===== src/rtl/sipo_word_assembler_if.sv =====
// Parallel-side bundle of the serial-to-parallel word assembler.
// master = the assembler itself, slave = the frame source / word consumer.
interface sipo_word_assembler_if #(
    parameter int WIDTH = 4
);
    logic             start;
    logic             sin;
    logic             sin_en;
    logic [WIDTH-1:0] out;
    logic             out_valid;
    logic             out_ready;
    logic             busy;
    logic             overrun;

    modport master (
        input  start, sin, sin_en, out_ready,
        output out, out_valid, busy, overrun
    );

    modport slave (
        output start, sin, sin_en, out_ready,
        input  out, out_valid, busy, overrun
    );
endinterface


===== src/rtl/sipo_word_assembler.sv =====
// Collects a framed serial bit stream into WIDTH-bit words and holds each
// finished word on a valid/ready output stage feeding the PIPO register.
module sipo_word_assembler #(
    parameter int WIDTH     = 4,
    parameter bit MSB_FIRST = 1'b1
) (
    input  logic                  clk,
    input  logic                  rst,
    sipo_word_assembler_if.master bus
);
    localparam int CNT_W = (WIDTH > 2) ? $clog2(WIDTH) : 1;
    localparam logic [CNT_W-1:0] LAST = CNT_W'(WIDTH - 1);

    localparam logic [0:0] IDLE  = 1'b0;
    localparam logic [0:0] SHIFT = 1'b1;

    logic [0:0]       state;
    logic [CNT_W-1:0] count;
    logic [WIDTH-1:0] shreg;
    logic [WIDTH-1:0] next_word;
    logic [WIDTH-1:0] out_q;
    logic             out_valid_q;
    logic             overrun_q;
    logic             complete;

    // NOTE: pure combinational helpers use always_comb with a default assignment
    // for every variable first, so no path can leave a value held (no latch).
    always_comb begin
        next_word = shreg;
        if (MSB_FIRST)
            next_word = {shreg[WIDTH-2:0], bus.sin};
        else
            next_word = {bus.sin, shreg[WIDTH-1:1]};
    end

    // start outranks sin_en, so a restart cycle can never complete a word.
    assign complete = (state == SHIFT) && !bus.start && bus.sin_en && (count == LAST);

    // NOTE: all state below is updated with non-blocking assignments so every
    // register samples pre-edge values, independent of statement order.
    always_ff @(posedge clk) begin
        if (rst) begin
            state       <= IDLE;
            count       <= '0;
            shreg       <= '0;
            out_q       <= '0;
            out_valid_q <= 1'b0;
            overrun_q   <= 1'b0;
        end else begin
            case (state)
                IDLE: begin
                    if (bus.start) begin
                        state <= SHIFT;
                        count <= '0;
                        shreg <= '0;
                    end
                end
                default: begin
                    if (bus.start) begin
                        count <= '0;
                        shreg <= '0;
                    end else if (bus.sin_en) begin
                        shreg <= next_word;
                        if (count == LAST) begin
                            state <= IDLE;
                            count <= '0;
                        end else begin
                            count <= count + 1'b1;
                        end
                    end
                end
            endcase

            // A completed word only displaces the held one if it is consumed on this edge.
            if (complete) begin
                if (!out_valid_q || bus.out_ready) begin
                    out_q       <= next_word;
                    out_valid_q <= 1'b1;
                end else begin
                    overrun_q <= 1'b1;
                end
            end else if (out_valid_q && bus.out_ready) begin
                out_valid_q <= 1'b0;
            end
        end
    end

    assign bus.out       = out_q;
    assign bus.out_valid = out_valid_q;
    assign bus.overrun   = overrun_q;
    assign bus.busy      = (state == SHIFT);
endmodule


===== src/flat_wrapper.sv =====
// flat-port wrapper written by rule: the top's interface ports become plain ports
module sipo_word_assembler_flat 
#(
    parameter int WIDTH     = 4,
    parameter bit MSB_FIRST = 1'b1
)
  (clk, rst, bus_start, bus_sin, bus_sin_en, bus_out_ready, bus_out, bus_out_valid, bus_busy, bus_overrun);
  sipo_word_assembler_if #(.WIDTH(WIDTH)) bus_i ();
  input  logic clk;
  input  logic rst;
  input wire logic [$bits(bus_i.start)-1:0] bus_start;
  input wire logic [$bits(bus_i.sin)-1:0] bus_sin;
  input wire logic [$bits(bus_i.sin_en)-1:0] bus_sin_en;
  input wire logic [$bits(bus_i.out_ready)-1:0] bus_out_ready;
  output wire logic [$bits(bus_i.out)-1:0] bus_out;
  output wire logic [$bits(bus_i.out_valid)-1:0] bus_out_valid;
  output wire logic [$bits(bus_i.busy)-1:0] bus_busy;
  output wire logic [$bits(bus_i.overrun)-1:0] bus_overrun;
  assign bus_i.start = bus_start;
  assign bus_i.sin = bus_sin;
  assign bus_i.sin_en = bus_sin_en;
  assign bus_i.out_ready = bus_out_ready;
  assign bus_out = bus_i.out;
  assign bus_out_valid = bus_i.out_valid;
  assign bus_busy = bus_i.busy;
  assign bus_overrun = bus_i.overrun;
  sipo_word_assembler #(.WIDTH(WIDTH), .MSB_FIRST(MSB_FIRST)) u_core (.clk(clk), .rst(rst), .bus(bus_i));
endmodule

===== config.mk =====
export PLATFORM = sky130hd
export DESIGN_NAME = sipo_word_assembler_flat
export DESIGN_NICKNAME = d
export VERILOG_FILES = /design/src/rtl/sipo_word_assembler_if.sv /design/src/rtl/sipo_word_assembler.sv /design/src/flat_wrapper.sv
export SDC_FILE = /design/constraint.sdc
export NUM_CORES = 1
export LEC_CHECK = 0
export CORE_AREA = 2 2 39 41
export DETAILED_ROUTE_END_ITERATION = 6
export DIE_AREA = 0 0 41 43
export PLACE_DENSITY = 0.71
export SLEW_MARGIN = 10
export SYNTH_ARGS = -nofsm -noshare
export SYNTH_HDL_FRONTEND = slang
export SYNTH_SLANG_ARGS = --single-unit

===== constraint.sdc =====
create_clock -name clk -period 1.09 [get_ports clk]
set_input_delay 0.218 -clock clk [delete_from_list [all_inputs] [get_ports clk]]
set_output_delay 0.218 -clock clk [all_outputs]
set_load 0.01 [all_outputs]

==> impl_metrics.tcl, run 1 <==
set metrics [dict create \
    clk_latency_ns 0.27 \
    synthTopCellsByArea "dfxtp_1 50%, mux2i_1 10%, a21oi_1 6.3%" \
    fin_ws_ns -0.000342 \
    core_area_um2 1380 \
    vdd_ir_drop_max_uv 520 \
    synth_seq_area_share_pct 50.3 \
    hp-class "in -> reg" \
    yosys.area.top_type "dfxtp_1" \
    synth_warnings 0 \
    hp-start "bus_start" \
    relSlewSlack_pct 78.2 \
    tightest_slew_ns 0.326 \
    place_hpwl_um 638 \
    wirelength_um 909 \
    avgRoutedWirePerCell_um 11.0 \
    start_util_pct 34.5 \
    synth_cells 50 \
    crit_type "in -> reg" \
    area_delta_synth_final_pct 40.8 \
    p_leak_nw 0.281 \
    arrival_ns 1.28 \
    synth_nets 57 \
    finClkSkew_ns 0.00555 \
    yosys-top-cells-count "12 x dfxtp_1, 6 x a21oi_1, 5 x mux2i_1, 5 x nor2_1, 5 x nor3_1" \
    die_w_um 41 \
    place_area_um2 639 \
    place_congestion 0.724 \
    synth_seq_cells 12 \
    setup_violations 1 \
    drive_gt1_share_pct 26.9 \
    vias 420 \
    startpoint "bus_sin_en" \
    required_ns 1.28 \
    drc 0 \
    synthFlopType "dfxtp_1" \
    fin_crit_ns 1.09 \
    slew_violations 0 \
    max_freq_ghz 0.917 \
    grt_max_degree 13 \
    crit_path_start_kind "input port" \
    synth_most_common_cell "dfxtp_1" \
    dieArea_um2 1760 \
    max_stage_delay_ns 0.52 \
    drv_cap 0 \
    grt.overflow.total 0 \
    first_pass_iters 6 \
    design_area_um2 673 \
    async_flop_share_pct 0 \
    clockBufferDepth 2 \
    diodes 0 \
    cp_max_fo 6 \
    die_height_um 43 \
    antenna_left 0 \
    cts_max_level 1 \
    crit_slowest_cell "clkdlybuf4s50_1" \
    yosysUniqueCellTypes 14 \
    syn_area_um2 478 \
    syn_avg_cell_area_um2 9.56 \
    crit_chain "clkdlybuf4s50_1 -> and4b_2 -> nand3b_1 -> a21oi_1" \
    end_kind "register" \
    io_pins 13 \
    via_per_inst 5.06 \
    r2r_start "u_core.count[1]$_SDFFE_PP0P_" \
    cts_hold_buf 0 \
    cts_root_buf "clkbuf_4" \
    cts_tree "yes" \
    period_share_pct 100 \
    whs_ns 0.268 \
    numClockSinks 12 \
    numCtsBuffers 3 \
    num_rows 14 \
    port-buffer-count 12 \
    grt_pass1_wl_mm 1.41 \
    hold_viol 0 \
    rsz0062_at_grt "yes" \
    failed_checks "negative setup slack" \
    yosysTopAreaCellShare_pct 50.3 \
    drtIter0Drc 5 \
    synth-edff-count 0 \
    grt_pass1_vias 353 \
    status "finished, violations left" \
    antenna_found_initial 0 \
    fin_nets 76 \
    track_usage_pct 12.4 \
    post-cts-setup-buffers 0 \
    powerDensity_nw_per_um2 1150 \
    cts.clk_slew.worst_paths_ns 0.07 \
]
## worst max-delay path: cells and delay by family
kind            cells  cell delay [ns]
buf+inv             1             0.52
compound gates      1             0.15
simple gates        2             0.40
## path summary, 6_finish.rpt
kind	to	slack, ns	cells past startpoint
max	u_core.bus.out[2]$_SDFFE_PP0P_	-0.0003	4
min	u_core.bus.busy$_SDFF_PP0_	0.27	3
max reg2reg	u_core.bus.out[2]$_SDFFE_PP0P_	-0.0003	4
min reg2reg	u_core.bus.out[0]$_SDFFE_PP0P_	0.47	2
## power breakdown
group          switching [W]  internal, W
Clock               0.000135     0.000128
Sequential        0.00000299     0.000443
Combinational      0.0000280    0.0000365
## routing by layer
layer,vias up,routed length (µm),GRT usage (%),part of all wire [%]
li1,213,-,-,-
met1,195,420,14.3,46
met2,10,430,17.2,47
met3,2,43,3.14,4.7
met4,0,14,12.0,1.5
met5,-,0,0,0
## sequential cells by signal (all words and copies together) (netlist names)
signal and cells:
u_core.bus.out 4, u_core.shreg 3, u_core.bus.busy 1, u_core.count 2
u_core.bus.overrun 1, u_core.bus.out_valid 1
## kinds of logic (layout without fill, tap and decap cells)
logic type	after synthesis	count (layout)	share of synthesized area, %
mux	5	5	10.5
compound gates	10	10	10.5
flops	12	12	50.3
buf+inv	3	20	3.93
fa+ha+maj	1	1	2.62
simple gates	19	19	22.3
## cells in the final DEF (no fill, tap or decap)
| cell type | instances |
|---|---|
| nor2b_2 | 1 |
| buf_4 | 5 |
| clkbuf_4 | 3 |
| o21ai_0 | 2 |
| and4b_2 | 1 |
| a21oi_1 | 5 |
| nor3_1 | 5 |
| o21ai_1 | 1 |
| dfxtp_1 | 10 |
| o21ai_2 | 1 |
| a21oi_2 | 1 |
| nor2_1 | 5 |
| clkdlybuf4s15_1 | 4 |
| nand2_1 | 2 |
| clkdlybuf4s50_1 | 4 |
| nand3b_1 | 4 |
| dfxtp_2 | 2 |
| mux2i_1 | 5 |
| ha_4 | 1 |
| nand4b_1 | 1 |
| clkbuf_2 | 3 |
| dlymetal6s2s_1 | 1 |
## cell type report
type	instances	area, µm²
tap	16	20.0
fill	142	711
clock buffer	3	22.5
multi-input combinational	35	243
timing repair buffer	17	145
sequential	12	243
## what timing repair did
item / 4_1_cts / 5_1_grt
gates resized for setup: 15 / 12
pin swaps: 3 / 4
endpoints found under the setup margin: 12 / 17
## stage by stage
step	power (W)	utilization, %	std cells	setup slack [ns]	setup TNS [ns]
floorplan	0.000478	-	50	0.00213	0
CTS	0.000785	48.6	83	0.000348	0
detailed placement	0.000521	46.2	80	-0.304	-2.77
global placement	0.000520	46.2	80	-0.283	-2.64
finish	0.000773	48.6	83	-0.000342	-0.000342
global route	0.000801	48.6	83	-0.0648	-0.310
Note: power is estimated with default switching activity, not from simulation.
==> run 2: changes to the inputs <==
Settings changed: ABC_AREA set to 1, GPL_ROUTABILITY_DRIVEN set to 0, PLACE_DENSITY 0.71 to 0.72.
Clock period 1.09 ns to 0.9 ns, I/O delays scaled along.
==> run 2 against run 1 <==
The run still ends with negative setup slack left. Combinational power up 49%. Clock power grew 27%. Cell count grew 27%. Global-route usage up 2.9 points. Via count rose by 22%. Utilization is 6.6 points higher. Die area unchanged. Sequential power grew 22%. Sequential share of layout area is 3.0 points lower. Worst setup slack got worse by 0.11 ns. Non-clock buffer count increased by 2. Critical path depth is 3 lower. Critical path type is now reg -> out. Critical endpoint is now bus_out[0]. Largest cell class unchanged.
==> impl_metrics.tcl, run 2 <==
set metrics [dict create \
    status "finished, violations left" \
    failed_checks "negative setup slack" \
    finClkSkew_ns 0.00111 \
    hp-class "in -> reg" \
    synth_nets 75 \
    post-cts-setup-buffers 0 \
    via_per_inst 4.89 \
    slew_violations 0 \
    vdd_ir_drop_max_uv 619 \
    layout_commonest_cell "nand2_1" \
    async_flop_share_pct 0 \
    final_util_pct 55.2 \
    clk_latency_ns 0.28 \
    avgRoutedWirePerCell_um 10.9 \
    rsz0062_at_grt "yes" \
    setup_tns_ns -0.627 \
    fin_ws_ns -0.108 \
    cts_tree "yes" \
    synth-edff-count 0 \
    yosysUniqueCellTypes 12 \
    cp_max_fo 2 \
    antenna_left 0 \
    synth_most_common_cell "nand2_1" \
    io_pins 13 \
    core_area_um2 1380 \
    area_delta_synth_final_pct 53.5 \
    crit_family "flip-flops" \
    grt_max_degree 9 \
    required_ns 0.72 \
    final_cell_mix "17 x nand2_1, 9 x inv_1, 8 x nor2_1" \
    grt.overflow.total 0 \
    drv_cap 0 \
    first_pass_iters 4 \
    diodes 0 \
    vias 513 \
    drc 0 \
    place_area_um2 696 \
    numCtsBuffers 3 \
    die_height_um 43 \
    max_stage_delay_ns 0.33 \
    grt_pass1_wl_mm 1.76 \
    final_cells 105 \
    crit_path_start_kind "register" \
    largest_register_ffs 4 \
    relSlewSlack_pct 88.3 \
    place_hpwl_um 712 \
    design_area_um2 764 \
    cts_root_buf "clkbuf_4" \
    wirelength_mm 1.15 \
    synthTopCellsByArea "dfxtp_1 48%, nand2_1 14%, a21oi_1 9.0%" \
    port-buffer-count 12 \
    die_w_um 41 \
    fin_crit_ns 1.01 \
    crit_slowest_cell "dfxtp_1" \
    fin_nets 98 \
    period_share_pct 112 \
    synth_seq_area_share_pct 48.2 \
    dieArea_um2 1760 \
    dp_slack_ns -0.450 \
    start_util_pct 36.0 \
    grt_pass1_vias 472 \
    arrival_ns 0.83 \
    p_leak_nw 0.313 \
    cts_max_level 1 \
    synth_seq_cells 12 \
    synthFlopType "dfxtp_1" \
    track_usage_pct 15.3 \
    yosys-top-cells-count "18 x nand2_1, 12 x dfxtp_1, 9 x a21oi_1, 9 x inv_1, 9 x nor2_1" \
    setup_violations 8 \
    syn_avg_cell_area_um2 7.32 \
    yosys.area.top_type "dfxtp_1" \
    num_rows 14 \
    tightest_slew_ns 0.175 \
    syn_area_um2 498 \
    drive_gt1_share_pct 38.2 \
    max_freq_ghz 0.992 \
    hold_viol 0 \
    yosysTopAreaCellShare_pct 48.2 \
    antenna_found_initial 0 \
    clockBufferDepth 2 \
    numClockSinks 12 \
    crit_chain "clkdlybuf4s15_2" \
    synth_warnings 0 \
    drtIter0Drc 19 \
    crit_type "reg -> out" \
    synth_cells 68 \
    powerDensity_nw_per_um2 1270 \
    end_kind "output port" \
    place_inst 101 \
    cts.clk_slew.worst_paths_ns 0.07 \
    cp_num_buf_inv 1 \
]
==> run 2: logic make-up (layout without fill, tap and decap cells) <==
group                      count (synthesis)  in the layout  synth area share, %
and+or+nand+nor                           35             36                 31.2
adders and majority gates                  1              1                 2.51
buffers and inverters                     11             31                 9.04
AOI/OAI and AO/OA                          9              9                 9.04
DFF                                       12             12                 48.2
==> run 2: cell type report <==
type                       count  area, µm²
clock buffer                   3       22.5
fill                         132        619
inverter                       9       33.8
multi-input combinational     46        253
sequential                    12        253
tap                           16       20.0
timing repair buffer          19        183
==> run 2: path summary, 6_finish.rpt <==
kind	startpoint	slack, ns	cells past startpoint	to
max	u_core.bus.out[0]$_SDFFE_PP0P_	-0.11	1	bus_out[0]
min	bus_sin_en	0.38	4	u_core.bus.busy$_SDFF_PP0_
max reg2reg	u_core.count[1]$_SDFFE_PP0P_	-0.10	5	u_core.bus.out[0]$_SDFFE_PP0P_
min reg2reg	u_core.bus.overrun$_SDFFE_PP0P_	0.45	2	u_core.bus.overrun$_SDFFE_PP0P_
==> run 2: per-stage QoR <==
step	hold WS, ns	total power (W)
3_5_place_dp	0.440	0.000642
2_1_floorplan	0.327	0.000588
4_1_cts	0.375	0.000970
6_report	0.377	0.000971
3_3_place_gp	0.436	0.000642
5_1_grt	0.398	0.00101
==> run 2: layer usage <==
layer / vias to the layer above / GRT usage, % / wire, µm
li1: 261 / - / -
met4: 0 / 12.0 / 39
met3: 5 / 4.71 / 46
met5: - / 0 / 0
met1: 235 / 15.7 / 488
met2: 12 / 24.1 / 571
==> run 2: what timing repair did <==
item / in CTS / in global routing
gates cloned: 1 / 0
hold buffers: 0 / 0
pin swaps: 7 / 2
resized for setup: 40 / 8
endpoints found under the setup margin: 18 / 18
==> run 2: power breakdown <==
part | switching [W] | total, W | internal, W
Sequential | 0.00000722 | 0.000543 | 0.000536
Clock | 0.000177 | 0.000333 | 0.000155
Combinational | 0.0000465 | 0.0000959 | 0.0000495
Total | 0.000231 | 0.000971 | 0.000740
